==> config.mk <==
export PLATFORM = sky130hd
export DESIGN_NAME = mem_lsu
export DESIGN_NICKNAME = d
export VERILOG_FILES = /design/src/rtl/lsu_pkg.sv /design/src/rtl/lsu_align.sv /design/src/rtl/mem_lsu.sv
export SDC_FILE = /design/constraint.sdc
export NUM_CORES = 1
export LEC_CHECK = 0
export BUFFER_PORTS_ARGS = -buffer_cell sky130_fd_sc_hd__buf_2
export CAP_MARGIN = 15
export CORE_AREA = 2 2 123 125
export DETAILED_ROUTE_END_ITERATION = 10
export DIE_AREA = 0 0 125 127
export PLACE_DENSITY = 0.59
export RECOVER_POWER = 50
export SETUP_SLACK_MARGIN = 0.2
export SKIP_LAST_GASP = 1
export SYNTH_ARGS = -nofsm -noshare
export SYNTH_HDL_FRONTEND = slang
export SYNTH_SLANG_ARGS = --single-unit
==> constraint.sdc <==
create_clock -name clk -period 2.2 [get_ports clk]
set_input_delay 0.22 -clock clk [delete_from_list [all_inputs] [get_ports clk]]
set_output_delay 0.22 -clock clk [all_outputs]
set_load 0.1 [all_outputs]
==> src/rtl/lsu_pkg.sv <==
// Shared definitions for the MEM-stage load/store unit: funct3 encodings, FSM states
// and the access-size helpers used by the FSM and the byte-lane logic.
package lsu_pkg;

  localparam logic [2:0] F3_B  = 3'b000;
  localparam logic [2:0] F3_H  = 3'b001;
  localparam logic [2:0] F3_W  = 3'b010;
  localparam logic [2:0] F3_BU = 3'b100;
  localparam logic [2:0] F3_HU = 3'b101;

  typedef enum logic [1:0] {IDLE, REQ, WAIT, DONE} lsu_state_t;
  typedef enum logic [1:0] {SZ_B, SZ_H, SZ_W} lsu_size_t;

  // Only funct3[1:0] selects the size; the reserved encodings 011/110/111 fall into W.
  function automatic lsu_size_t f3_size(input logic [1:0] f3_lo);
    case (f3_lo)
      2'b00:   return SZ_B;
      2'b01:   return SZ_H;
      default: return SZ_W;
    endcase
  endfunction

  function automatic logic size_is_misaligned(input logic [1:0] f3_lo, input logic [1:0] lo);
    case (f3_size(f3_lo))
      SZ_H:    return lo[0];
      SZ_W:    return lo != 2'b00;
      default: return 1'b0;
    endcase
  endfunction

  function automatic logic [1:0] align_low(input logic [1:0] f3_lo, input logic [1:0] lo);
    case (f3_size(f3_lo))
      SZ_H:    return {lo[1], 1'b0};
      SZ_W:    return 2'b00;
      default: return lo;
    endcase
  endfunction

endpackage

==> src/rtl/lsu_align.sv <==
// Combinational byte-lane logic: byte enables and store replication on the way out,
// load shift plus sign/zero extension on the way back.
module lsu_align
  import lsu_pkg::*;
#(
  parameter int N = 32
) (
  input  logic [2:0]   funct3,
  input  logic [1:0]   byte_off,
  input  logic [N-1:0] wdata,
  input  logic [N-1:0] rdata,
  output logic [3:0]   be,
  output logic [N-1:0] wdata_rep,
  output logic [N-1:0] rdata_ext
);

  lsu_size_t  sz;
  logic [N-1:0] shifted;

  always_comb begin
    sz        = f3_size(funct3[1:0]);
    shifted   = rdata >> {byte_off, 3'b000};
    be        = 4'b1111;
    wdata_rep = wdata;
    rdata_ext = shifted;
    case (sz)
      SZ_B: begin
        be        = 4'b0001 << byte_off;
        wdata_rep = {4{wdata[7:0]}};
        rdata_ext = funct3[2] ? {{(N-8){1'b0}}, shifted[7:0]}
                              : {{(N-8){shifted[7]}}, shifted[7:0]};
      end
      SZ_H: begin
        be        = 4'b0011 << byte_off;
        wdata_rep = {2{wdata[15:0]}};
        rdata_ext = funct3[2] ? {{(N-16){1'b0}}, shifted[15:0]}
                              : {{(N-16){shifted[15]}}, shifted[15:0]};
      end
      default: begin
        be        = 4'b1111;
        wdata_rep = wdata;
        rdata_ext = shifted;
      end
    endcase
  end

endmodule

==> src/rtl/mem_lsu.sv <==
// MEM-stage load/store unit: req/gnt/rvalid transaction FSM with pipeline stall.
// Optional MEM_LSU_MISALIGN_TRAP_EN: misaligned H/W accesses skip memory and flag misalign.
module mem_lsu
  import lsu_pkg::*;
#(
  parameter int N = 32
) (
  input  logic         clk,
  input  logic         rst,
  input  logic         memRead,
  input  logic         memWrite,
  input  logic [2:0]   funct3,
  input  logic [N-1:0] addr,
  input  logic [N-1:0] wdata,
  output logic         dmem_req,
  output logic         dmem_we,
  output logic [N-1:0] dmem_addr,
  output logic [3:0]   dmem_be,
  output logic [N-1:0] dmem_wdata,
  input  logic         dmem_gnt,
  input  logic         dmem_rvalid,
  input  logic [N-1:0] dmem_rdata,
  output logic [N-1:0] MEMread,
  output logic         stall,
  output logic         misalign
);

  lsu_state_t   state_q, state_d;
  logic [N-1:0] addr_q, addr_d;
  logic [2:0]   funct3_q, funct3_d;
  logic [N-1:0] wdata_q, wdata_d;
  logic         we_q, we_d;
  logic [N-1:0] memread_q, memread_d;
  logic         op;
  logic [1:0]   addr_lo;
  logic [3:0]   be;
  logic [N-1:0] wdata_rep;
  logic [N-1:0] rdata_ext;

  assign op = memRead | memWrite;

`ifdef MEM_LSU_MISALIGN_TRAP_EN
  logic misalign_q, misalign_d;
  assign addr_lo  = addr[1:0];
  assign misalign = misalign_q;
`else
  // Without the trap, misaligned H/W accesses silently round down to their natural boundary.
  assign addr_lo  = align_low(funct3[1:0], addr[1:0]);
  assign misalign = 1'b0;
`endif

  lsu_align #(.N(N)) u_align (
    .funct3    (funct3_q),
    .byte_off  (addr_q[1:0]),
    .wdata     (wdata_q),
    .rdata     (dmem_rdata),
    .be        (be),
    .wdata_rep (wdata_rep),
    .rdata_ext (rdata_ext)
  );

  always_comb begin
    state_d   = state_q;
    addr_d    = addr_q;
    funct3_d  = funct3_q;
    wdata_d   = wdata_q;
    we_d      = we_q;
    memread_d = memread_q;
`ifdef MEM_LSU_MISALIGN_TRAP_EN
    misalign_d = 1'b0;
`endif
    case (state_q)
      IDLE: begin
        if (op) begin
          addr_d   = {addr[N-1:2], addr_lo};
          funct3_d = funct3;
          wdata_d  = wdata;
          // A load wins when both requests are raised together.
          we_d     = memWrite & ~memRead;
`ifdef MEM_LSU_MISALIGN_TRAP_EN
          if (size_is_misaligned(funct3[1:0], addr[1:0])) begin
            state_d    = DONE;
            misalign_d = 1'b1;
          end else begin
            state_d = REQ;
          end
`else
          state_d = REQ;
`endif
        end
      end
      REQ: begin
        if (dmem_gnt) state_d = we_q ? DONE : WAIT;
      end
      WAIT: begin
        if (dmem_rvalid) begin
          memread_d = rdata_ext;
          state_d   = DONE;
        end
      end
      DONE: state_d = IDLE;
      default: state_d = IDLE;
    endcase
  end

  always_ff @(posedge clk) begin
    if (rst) begin
      state_q   <= IDLE;
      addr_q    <= '0;
      funct3_q  <= '0;
      wdata_q   <= '0;
      we_q      <= 1'b0;
      memread_q <= '0;
`ifdef MEM_LSU_MISALIGN_TRAP_EN
      misalign_q <= 1'b0;
`endif
    end else begin
      state_q   <= state_d;
      addr_q    <= addr_d;
      funct3_q  <= funct3_d;
      wdata_q   <= wdata_d;
      we_q      <= we_d;
      memread_q <= memread_d;
`ifdef MEM_LSU_MISALIGN_TRAP_EN
      misalign_q <= misalign_d;
`endif
    end
  end

  // Memory-port outputs are driven only while a request is being offered.
  always_comb begin
    dmem_req   = (state_q == REQ);
    dmem_we    = dmem_req & we_q;
    dmem_addr  = dmem_req ? {addr_q[N-1:2], 2'b00} : '0;
    dmem_be    = dmem_req ? be : 4'b0000;
    dmem_wdata = dmem_req ? wdata_rep : '0;
  end

  assign stall   = ((state_q == IDLE) & op) | (state_q == REQ) | (state_q == WAIT);
  assign MEMread = memread_q;

endmodule
==> impl_metrics.yaml <==
status:
  status: "completed"
floorplanning:
  initial_core_util_pct: 34.8
  core.rowCount: 44
  core_area_mm2: 0.0144
  io_pins: 209
  die_height_um: 127
  dieWidth_um: 125
  fp.dieArea_mm2: 0.0159
placement:
  place_area_mm2: 0.00748
  gp_congestion: 0.832
  port-buffer-count: 205
  post-dp-hpwl_um: 11700
routing:
  wl_um: 16700
  first_iter_violations: 293
  drcViolationCount: 0
  drt_first_pass_iters: 4
  postRouteAntennaNets: 0
  avgViaCountPerCell: 4.91
  routed-via-count: 5091
  routedWlPerCell_um: 16.1
grt:
  gr-total-overflow: 0
  track_usage_pct: 21.0
  grt_pass1_wl_um: 26600
  grt_antenna_before_repair: 2
  grt_max_degree: 67
  grt_pass1_vias: 4874
timing:
  clock.fmax_mhz: 499
  clock_skew_ns: 0.00681
  period_share_pct: 91.1
  hold_viol: 0
  rsz0062_at_grt: "true"
  fin_crit_ns: 2.00
  setup_viol: 0
  setup_tns_ns: 0
  relSlewSlack_pct: 17.7
  worst_pin_slew_ns: 1.24
  drv_slew: 0
clock_tree:
  clk_pin_slew_worst_paths_ns: 0.07
  numClockSinks: 102
  cts.hold.buffers_added: 0
  root_buffer: "clkbuf_16"
  cts_tree: "done"
  cts-buffers-inserted: 9
  clock_latency_ns: 0.35
  clk_path_buf_depth: 2
  cts.htree.levels: 3
finish:
  regArea_mm2: 0.00205
  fin_area_mm2: 0.00786
  drive_gt1_share_pct: 35.6
  final_nets: 955
  multi_input_area_mm2: 0.00298
  area_growth_pct: 56.5
  fillers: 1354
setup_path:
  timing.rr.end: "addr_q[30]"
  required_ns: 1.98
  cp-end-kind: "primary output"
  crit_type: "flop to primary output"
  r2r-start: "state_q[0]"
  crit_start: "state_q[0]"
  r2r_slack_ns: 0.32
  r2r_cells: 6
  cp-start-kind: "flop"
  cp.arrival_ns: 1.78
  cp_max_fo: 5
synthesis:
  ys_warn_count: 0
  synth_edf_count: 0
  synth.largest_area_cell: "dfxtp_1"
  synthArstFlopShare_pct: 0
  yosys-top-cells-count: "nand2_1 (188), dfxtp_1 (102), a21oi_1 (78), and2_1 (48), mux2i_1 (40)"
  yosys.cell_types.count: 39
  ys_seq_area_share_pct: 40.7
  synthCells: 660
  synth.most_common_cell: "nand2_1"
  synth_top_area_share_pct: 40.7
  synth.area.top_cells: "dfxtp_1 (41%), nand2_1 (14%), mux2i_1 (8.0%)"
  post_synth.cell_area_avg_um2: 7.61
  ys.flop_type: "dfxtp_1"
  synthesis.area_mm2: 0.00502
  synth-seq-cells: 102
pwr:
  peakVddDrop_uv: 633
  power_density_mw_per_mm2: 1260
  leakage_nw: 3.08
min_path:
  min_to: "addr_q[15]"
  hp-class: "input pin to flop"
  min-delay-start: "addr[15]"
  min_path_cells: 3
flow_run:
  drv_cap: 0
[timing repair]
item	4_1_cts	5_1_grt
setup endpoints to repair	68	28
gates resized for setup	8	6
pin swaps	0	0
endpoints found under the hold margin	0	0
buffers inserted	5	1
[cell families (layout without fill, tap and decap cells)]
| logic type | count (synthesis) | after routing | synth area share [%] |
|---|---|---|---|
| AND/OR/NAND/NOR | 318 | 318 | 28.0 |
| AO/OA/AOI/OAI | 131 | 131 | 15.7 |
| flip-flops | 102 | 102 | 40.7 |
| buffers and inverters | 61 | 250 | 5.66 |
| multiplexers | 42 | 42 | 8.72 |
| adder cells (fa/ha/maj) | 4 | 4 | 0.997 |
| other | 1 | 4 | 0.0747 |
| XOR/XNOR | 1 | 1 | 0.174 |
[cell type report]
class,count,area share (%)
Antenna cell,1,0.0318
Clock buffer,9,2.87
Clock inverter,7,1.35
Inverter,5,0.287
Multi-Input combinational cell,499,37.9
Sequential cell,102,26.1
Tap cell,184,2.93
Timing Repair Buffer,229,28.6
[worst max-delay path, stage by stage (launching register included)]
cell and delay (ns):
dfxtp_2 0.35, inv_1 0.09, ha_1 0.29, nor2b_4 0.17, or3_4 0.34, buf_12 0.17
[layout by cell type (no fill, tap or decap), types with 2 or more instances in the layout]
cell	netlist	routed
a211oi_1	17	17
clkbuf_2	1	2
nand2b_1	2	2
and2_2	0	45
a21oi_1	78	78
clkinv_4	0	3
nor2b_4	0	10
nor3b_1	2	2
nand2_1	188	188
a2111oi_0	8	7
mux2i_1	40	40
buf_2	10	103
or2_2	9	9
bufinv_16	0	2
clkbuf_1	34	33
clkbuf_16	0	9
ha_1	4	3
conb_1	1	3
a21boi_4	0	9
nor2_1	38	38
nor3_1	9	9
o21ai_0	10	10
buf_4	5	16
o21a_2	0	2
buf_12	0	71
inv_1	4	3
o21ai_4	1	2
buf_6	3	2
dfxtp_1	102	100
and2_4	0	2
nand3_1	8	8
[stage by stage]
step                worst slack [ns]  util, %  hold WS, ns  total power, mW  instances
floorplan                      0.149        -        0.320             6.41        662
global placement               0.355     51.9        0.438             8.02       1013
detailed placement             0.298     51.9        0.442             8.05       1013
CTS                            0.222     54.7       0.0770             10.0       1034
global route                   0.114     54.5       0.0879             10.4       1036
finish                         0.196     54.5       0.0957             9.87       1036
[per-layer routing]
layer | vias up | share of wire, % | track usage, %
met5 | - | 0 | 0
met4 | 0 | 1.7 | 5.42
met3 | 17 | 9.3 | 8.67
met2 | 189 | 46 | 33.7
met1 | 2338 | 43 | 26.3
li1 | 2547 | - | -
[state kept, by name, summed over array words and instances (netlist names)]
signal	count
MEMread	32
addr_q	32
wdata_q	32
funct3_q	3
state_q	2
we_q	1
[power by group]
group | switching [mW] | internal (mW)
clock | 0.756 | 1.02
combinational | 3.76 | 1.77
sequential | 0.293 | 2.27
total | 4.81 | 5.06
[worst max path at each step]
| stage | endpoint | slack (ns) | cells past startpoint |
|---|---|---|---|
| after global placement | state_q[0] | 0.36 | 5 |
| after CTS | dmem_be[2] | 0.22 | 4 |
| after floorplan | dmem_wdata[24] | 0.15 | 5 |
| final | stall | 0.20 | 5 |
| after detailed placement | state_q[0] | 0.30 | 5 |
| after global routing | stall | 0.11 | 5 |
(Power assumes the default switching activity.)
